**config.mk**
```make
export PLATFORM = sky130hd
export DESIGN_NAME = count_snapshot_flat
export DESIGN_NICKNAME = d
export VERILOG_FILES = /design/src/rtl/count_pkg.sv /design/src/rtl/count_snapshot_if.sv /design/src/rtl/snap_fifo.sv /design/src/rtl/count_snapshot.sv /design/src/flat_wrapper.sv
export SDC_FILE = /design/constraint.sdc
export NUM_CORES = 1
export LEC_CHECK = 0
export CELL_PAD_IN_SITES_DETAIL_PLACEMENT = 1
export CELL_PAD_IN_SITES_GLOBAL_PLACEMENT = 2
export CORE_AREA = 8 8 115 85
export DETAILED_ROUTE_END_ITERATION = 10
export DIE_AREA = 0 0 123 93
export PLACE_DENSITY = 0.85
export SYNTH_ARGS = -nofsm -noshare
export SYNTH_HDL_FRONTEND = slang
export SYNTH_SLANG_ARGS = --single-unit
```
**constraint.sdc**
```tcl
create_clock -name clk -period 4.6 [get_ports clk]
set_clock_uncertainty 0.15 [all_clocks]
set_input_delay 1.38 -clock clk [delete_from_list [all_inputs] [get_ports clk]]
set_output_delay 1.38 -clock clk [all_outputs]
set_load 0.02 [all_outputs]
```
**src/rtl/count_pkg.sv**
```systemverilog
// Shared widths, snapshot payload layout and level-width helper for count_snapshot.
package count_pkg;

  localparam int unsigned CNT_W       = 4;
  localparam int unsigned EPOCH_W_DEF = 8;
  localparam int unsigned DEPTH_DEF   = 4;

  // One captured sample: epoch in the upper bits, counter value in the lower bits.
  typedef struct packed {
    logic [EPOCH_W_DEF-1:0] epoch;
    logic [CNT_W-1:0]       count;
  } snap_entry_t;

  function automatic int unsigned level_w(input int unsigned depth);
    return $clog2(depth) + 1;
  endfunction

endpackage

```
**src/rtl/count_snapshot_if.sv**
```systemverilog
// Valid/ready snapshot channel from count_snapshot to its sink.
interface count_snapshot_if
  import count_pkg::*;
#(
  parameter int unsigned WIDTH   = CNT_W,
  parameter int unsigned EPOCH_W = EPOCH_W_DEF
);

  logic               snap_valid;
  logic               snap_ready;
  logic [WIDTH-1:0]   snap_count;
  logic [EPOCH_W-1:0] snap_epoch;

  modport master (
    output snap_valid,
    output snap_count,
    output snap_epoch,
    input  snap_ready
  );

  modport slave (
    input  snap_valid,
    input  snap_count,
    input  snap_epoch,
    output snap_ready
  );

endinterface

```
**src/rtl/snap_fifo.sv**
```systemverilog
// First-word-fall-through FIFO with a registered head word and registered status flags.
module snap_fifo
  import count_pkg::*;
#(
  parameter int unsigned DEPTH  = DEPTH_DEF,
  parameter int unsigned DATA_W = EPOCH_W_DEF + CNT_W
) (
  input  logic                      clk,
  input  logic                      reset,
  input  logic                      push,
  input  logic                      pop,
  input  logic [DATA_W-1:0]         din,
  output logic [DATA_W-1:0]         dout,
  output logic                      empty,
  output logic                      full,
  output logic [level_w(DEPTH)-1:0] level
);

  localparam int unsigned AW = $clog2(DEPTH);
  localparam int unsigned LW = level_w(DEPTH);

  logic [DATA_W-1:0] r_mem [DEPTH];
  logic [AW-1:0]     r_wr_ptr;
  logic [AW-1:0]     r_rd_ptr;
  logic [LW-1:0]     r_level;
  logic [DATA_W-1:0] r_dout;
  logic              r_empty;
  logic              r_full;

  logic              w_push_ok;
  logic              w_pop_ok;
  logic [AW-1:0]     w_wr_ptr_n;
  logic [AW-1:0]     w_rd_ptr_n;
  logic [LW-1:0]     w_level_n;
  logic [DATA_W-1:0] w_dout_n;

  // A full FIFO still accepts a push when the head leaves in the same cycle.
  always_comb begin
    w_pop_ok   = pop && !r_empty;
    w_push_ok  = push && (!r_full || w_pop_ok);
    w_wr_ptr_n = r_wr_ptr + AW'(w_push_ok);
    w_rd_ptr_n = r_rd_ptr + AW'(w_pop_ok);
    w_level_n  = r_level + LW'(w_push_ok) - LW'(w_pop_ok);
    w_dout_n   = r_dout;
    if (w_level_n != '0) begin
      // The next head is the word being written right now when it lands in the read slot.
      if (w_push_ok && (w_rd_ptr_n == r_wr_ptr)) begin
        w_dout_n = din;
      end else begin
        w_dout_n = r_mem[w_rd_ptr_n];
      end
    end
  end

  always_ff @(posedge clk) begin
    if (w_push_ok) begin
      r_mem[r_wr_ptr] <= din;
    end
  end

  always_ff @(posedge clk or negedge reset) begin
    if (!reset) begin
      r_wr_ptr <= '0;
      r_rd_ptr <= '0;
      r_level  <= '0;
      r_dout   <= '0;
      r_empty  <= 1'b1;
      r_full   <= 1'b0;
    end else begin
      r_wr_ptr <= w_wr_ptr_n;
      r_rd_ptr <= w_rd_ptr_n;
      r_level  <= w_level_n;
      r_dout   <= w_dout_n;
      r_empty  <= (w_level_n == '0);
      r_full   <= (w_level_n == LW'(DEPTH));
    end
  end

  assign dout  = r_dout;
  assign empty = r_empty;
  assign full  = r_full;
  assign level = r_level;

endmodule

```
**src/rtl/count_snapshot.sv**
```systemverilog
// Tracks wraps of the upstream counter and queues {epoch, count_val} samples on each trigger.
module count_snapshot
  import count_pkg::*;
#(
  parameter int unsigned WIDTH   = CNT_W,
  parameter int unsigned EPOCH_W = EPOCH_W_DEF,
  parameter int unsigned DEPTH   = DEPTH_DEF
) (
  input  logic                      clk,
  input  logic                      reset,
  input  logic [WIDTH-1:0]          count_val,
  input  logic                      trig,
  input  logic                      clr_ovf,
  count_snapshot_if.master          snap,
  output logic [level_w(DEPTH)-1:0] level,
  output logic                      overflow
);

  localparam int unsigned DATA_W = EPOCH_W + WIDTH;

  logic [WIDTH-1:0]   r_prev_count;
  logic               r_prev_valid;
  logic [EPOCH_W-1:0] r_epoch;
  logic               r_overflow;

  logic               w_wrap;
  logic [EPOCH_W-1:0] w_epoch_eff;
  logic               w_pop;
  logic               w_drop;
  logic               w_empty;
  logic               w_full;
  logic [DATA_W-1:0]  w_din;
  logic [DATA_W-1:0]  w_dout;

  // Any decrease is a wrap; a same-cycle wrap is credited to the sample taken in that cycle.
  always_comb begin
    w_wrap      = r_prev_valid && (count_val < r_prev_count);
    w_epoch_eff = r_epoch + EPOCH_W'(w_wrap);
    w_pop       = !w_empty && snap.snap_ready;
    w_drop      = trig && w_full && !w_pop;
    w_din       = {w_epoch_eff, count_val};
  end

  always_ff @(posedge clk or negedge reset) begin
    if (!reset) begin
      r_prev_count <= '0;
      r_prev_valid <= 1'b0;
      r_epoch      <= '0;
      r_overflow   <= 1'b0;
    end else begin
      r_prev_count <= count_val;
      r_prev_valid <= 1'b1;
      r_epoch      <= w_epoch_eff;
      // A new drop wins over a simultaneous clear.
      if (w_drop) begin
        r_overflow <= 1'b1;
      end else if (clr_ovf) begin
        r_overflow <= 1'b0;
      end
    end
  end

  snap_fifo #(
    .DEPTH  (DEPTH),
    .DATA_W (DATA_W)
  ) u_fifo (
    .clk   (clk),
    .reset (reset),
    .push  (trig),
    .pop   (w_pop),
    .din   (w_din),
    .dout  (w_dout),
    .empty (w_empty),
    .full  (w_full),
    .level (level)
  );

  assign snap.snap_valid = !w_empty;
  assign snap.snap_count = w_dout[WIDTH-1:0];
  assign snap.snap_epoch = w_dout[DATA_W-1 -: EPOCH_W];
  assign overflow        = r_overflow;

endmodule
```
**src/flat_wrapper.sv**
```systemverilog
// flat-port wrapper written by rule: the top's interface ports become plain ports
module count_snapshot_flat import count_pkg::*;
#(
  parameter int unsigned WIDTH   = CNT_W,
  parameter int unsigned EPOCH_W = EPOCH_W_DEF,
  parameter int unsigned DEPTH   = DEPTH_DEF
)
  (clk, reset, count_val, trig, clr_ovf, level, overflow, snap_snap_valid, snap_snap_count, snap_snap_epoch, snap_snap_ready);
  count_snapshot_if #(.WIDTH(WIDTH), .EPOCH_W(EPOCH_W)) snap_i ();
  input  logic clk;
  input  logic reset;
  input  logic [WIDTH-1:0] count_val;
  input  logic trig;
  input  logic clr_ovf;
  output logic [level_w(DEPTH)-1:0] level;
  output logic overflow;
  output wire logic [$bits(snap_i.snap_valid)-1:0] snap_snap_valid;
  output wire logic [$bits(snap_i.snap_count)-1:0] snap_snap_count;
  output wire logic [$bits(snap_i.snap_epoch)-1:0] snap_snap_epoch;
  input wire logic [$bits(snap_i.snap_ready)-1:0] snap_snap_ready;
  assign snap_snap_valid = snap_i.snap_valid;
  assign snap_snap_count = snap_i.snap_count;
  assign snap_snap_epoch = snap_i.snap_epoch;
  assign snap_i.snap_ready = snap_snap_ready;
  count_snapshot #(.WIDTH(WIDTH), .EPOCH_W(EPOCH_W), .DEPTH(DEPTH)) u_core (.clk(clk), .reset(reset), .count_val(count_val), .trig(trig), .clr_ovf(clr_ovf), .snap(snap_i), .level(level), .overflow(overflow));
endmodule
```
==> run metrics <==
status finished clean; hold_buf cts 0; DRC marker count from the first detailed-route iteration ~130; Gate Count Post-Synth roughly 230; largest net degree at the start of global routing 36; fraction of registers with async set/reset 42.2%; Root Driver clkbuf_16; Die ar. 11,400 µm²; FF-to-FF path depth 12; max_slew headroom 44.2%; Crit Path Max Fanout 13; Syn-to-layout area delta 21.5%; Die Height 93 µm; I/O Buffers 25; post-route ant nets 0; Post-Layout Cell Count about 380; cts repair resizes 0; synth unique cells 42; Max Freq 237 MHz; drt wl/cell 19.4 µm; H-Tree Depth 3; CTS tree done; clock sink count 83; Final GP Congestion 0.774; drt pass-1 iters 7; Logic pwr share between 40 and 50%; top cells by count, synth edfxtp_1 (48), dfrtp_1 (34), mux2i_1 (18); launching point of the worst reg2reg path u_core.u_fifo.empty; Most used DFF post-synth edfxtp_1; P per Cell Area 800 nW/µm²; setup_tns 0 ns; Setup Fix Bufs, Post-CTS 0; Post-synth EDFFs 48; pre-CTS setup slack 0.0263 ns; total CTS buffers 9; Setup crit end kind flop; RR Endpoint u_core.u_fifo.dout[11]; CP Launch Type primary input; unrepaired setup endpoints after global routing false; ANT cells 0; sequential element share of the synthesized area 66.2%; clock tree buffer depth 2; Period Utilization, post-route 91.6%; Nets 288; Tmin final approximately 4.2 ns; Worst-Margin Slew 0.837 ns; Rows 28; Synth area leaders edfxtp_1 (41%), dfrtp_1 (24%), mux2i_1 (5.1%); DRC 0; first-pass GRT wire length 11,700 µm; fin. max-slew vios 0; vias 2,023; syn nets 245; Synth Register Bits 83; IO Count 26; hold depth 1; Synthesis Warnings 0; Clock power frac 22.4%; Final setup violation count 0; Congestion Overflow GR 0; vias in the first global route ~2,100; crit path kind primary input to flop; Hold EP u_core.u_fifo.dout[0]; setup ws final 0.387 ns; Worst VDD drop 0.353 mV; fin util roughly 52%; core area 8130 µm²; Worst Hold Launch u_core.u_fifo.dout[0]; Internal 0.00218 W; CP arrival 4.27 ns; Avg Cell Area, Syn 15.5 µm²; HP Class flop to flop; initial antenna violation count 0; Seq pwr share about a third; dpl cells 363; Yosys top cell by area edfxtp_1; die width between 100 and 150 µm; setup slack, reg-to-reg between 1 and 1.5 ns; share of layout cells above drive strength 1 between 10% and 20%; Net Sw Frac between 30% and 40%; overall routing resource usage 13.8%; clock slew at reported path FFs ~0.060 ns; latest clock arrival within the worst-skew pair 0.33 ns; WHS 0.357 ns; max cap viols 0; Starting Density between 40 and 50%; Fillers 784; cell with the most instances after synthesis edfxtp_1; Cell Area, Synth 3500 µm²; Net Switching about 0.0012 W; Critical Path RT around 4.7 ns; Post-Route WL 7360 µm; static leakage between 1.5 and 2 nW; Hold Vio Cnt, Final 0; Yosys top cell area share 41.2%; post-DP HPWL 4750 µm; Vias/cell 5.34
-- placed cells by master (no fill, tap or decap), types with 6 or more instances in the layout --
| cell type | count |
|---|---|
| nor2_1 | 14 |
| o22ai_1 | 6 |
| ha_1 | 9 |
| a21oi_1 | 12 |
| inv_1 | 13 |
| edfxtp_1 | 48 |
| mux2i_1 | 18 |
| clkdlybuf4s50_1 | 24 |
| clkbuf_16 | 9 |
| buf_4 | 15 |
| xnor2_1 | 6 |
| dfrtp_1 | 34 |
-- routing by layer --
| layer | routed length [µm] | track usage [%] | up-vias |
|---|---|---|---|
| met3 | 481 | 4.64 | 8 |
| met2 | 3340 | 20.6 | 51 |
| met4 | 76 | 5.29 | 0 |
| met1 | 3460 | 18.3 | 1033 |
| li1 | - | - | 931 |
| met5 | 0 | 0 | - |
-- power by group through the flow --
stage          combinational, W  sequential [W]  clock, W
4_1_cts                 0.00148         0.00119  0.000786
3_3_place_gp            0.00141         0.00119         0
5_1_grt                 0.00159         0.00121  0.000813
3_5_place_dp            0.00145         0.00120         0
6_report                0.00146         0.00119  0.000763
2_1_floorplan          0.000959         0.00126         0
-- kinds of logic (layout without fill, tap and decap cells) --
kind of cell / Yosys count / in the layout / share of synthesized area (%)
xor+xnor: 12 / 12 / 3.75
mux: 24 / 24 / 9.32
other cells: 1 / 1 / 0.107
compound gates: 35 / 35 / 8.07
fa+ha+maj: 10 / 10 / 3.79
simple gates: 39 / 39 / 5.50
buf+inv: 22 / 70 / 3.25
flops: 83 / 83 / 66.2
-- worst max path at each step --
stage | start | end | slack, ns | depth (start not counted)
5_1_grt | snap_snap_ready | u_core.u_fifo.dout[7] | 0.12 | 14
3_3_place_gp | snap_snap_ready | u_core.u_fifo.dout[10] | 0.16 | 14
2_1_floorplan | snap_snap_ready | u_core.u_fifo.dout[1] | 0.71 | 13
4_1_cts | snap_snap_ready | u_core.u_fifo.dout[9] | 0.36 | 14
3_5_place_dp | snap_snap_ready | u_core.u_fifo.dout[9] | 0.03 | 14
6_report | snap_snap_ready | u_core.u_fifo.dout[11] | 0.39 | 14
-- registers in the layout, indices dropped and copies added, names as in the netlist --
name                    cells
u_core.u_fifo.r_mem        48
u_core.u_fifo.dout         12
u_core.r_epoch              8
u_core.r_prev_count         4
u_core.u_fifo.level         3
u_core.u_fifo.r_rd_ptr      2
u_core.u_fifo.r_wr_ptr      2
u_core.overflow             1
u_core.r_prev_valid         1
u_core.u_fifo.empty         1
u_core.u_fifo.full          1
-- critical path, cell delays in order --
cell and delay, ns:
clkdlybuf4s50_1 0.45, nand2b_1 0.09, nand2_1 0.10, nand2_1 0.08, ha_1 0.28, inv_1 0.04
ha_1 0.18, fa_1 0.37, xnor2_1 0.15, xnor2_1 0.15, or3_1 0.56, buf_4 0.28
nor2_1 0.10, a21oi_1 0.05
-- area by class of cell --
| cell class | count | area (µm²) | area share [%] |
|---|---|---|---|
| sequential | 83 | 2320 | 54.5 |
| multi-input combinational | 121 | 1070 | 25.1 |
| timing repair buffer | 40 | 358 | 8.41 |
| clock buffer | 9 | 225 | 5.29 |
| tap | 105 | 131 | 3.09 |
| clock inverter | 7 | 101 | 2.38 |
| inverter | 14 | 52.6 | 1.23 |
-- metrics by stage --
| stage | area (µm²) | total power (W) |
|---|---|---|
| 2_1_floorplan | 3500 | 0.00222 |
| 3_3_place_gp | 3930 | 0.00261 |
| 3_5_place_dp | 3930 | 0.00265 |
| 4_1_cts | 4260 | 0.00345 |
| 5_1_grt | 4260 | 0.00361 |
| 6_report | 4260 | 0.00341 |
Note: power is estimated with default switching activity, not from simulation.
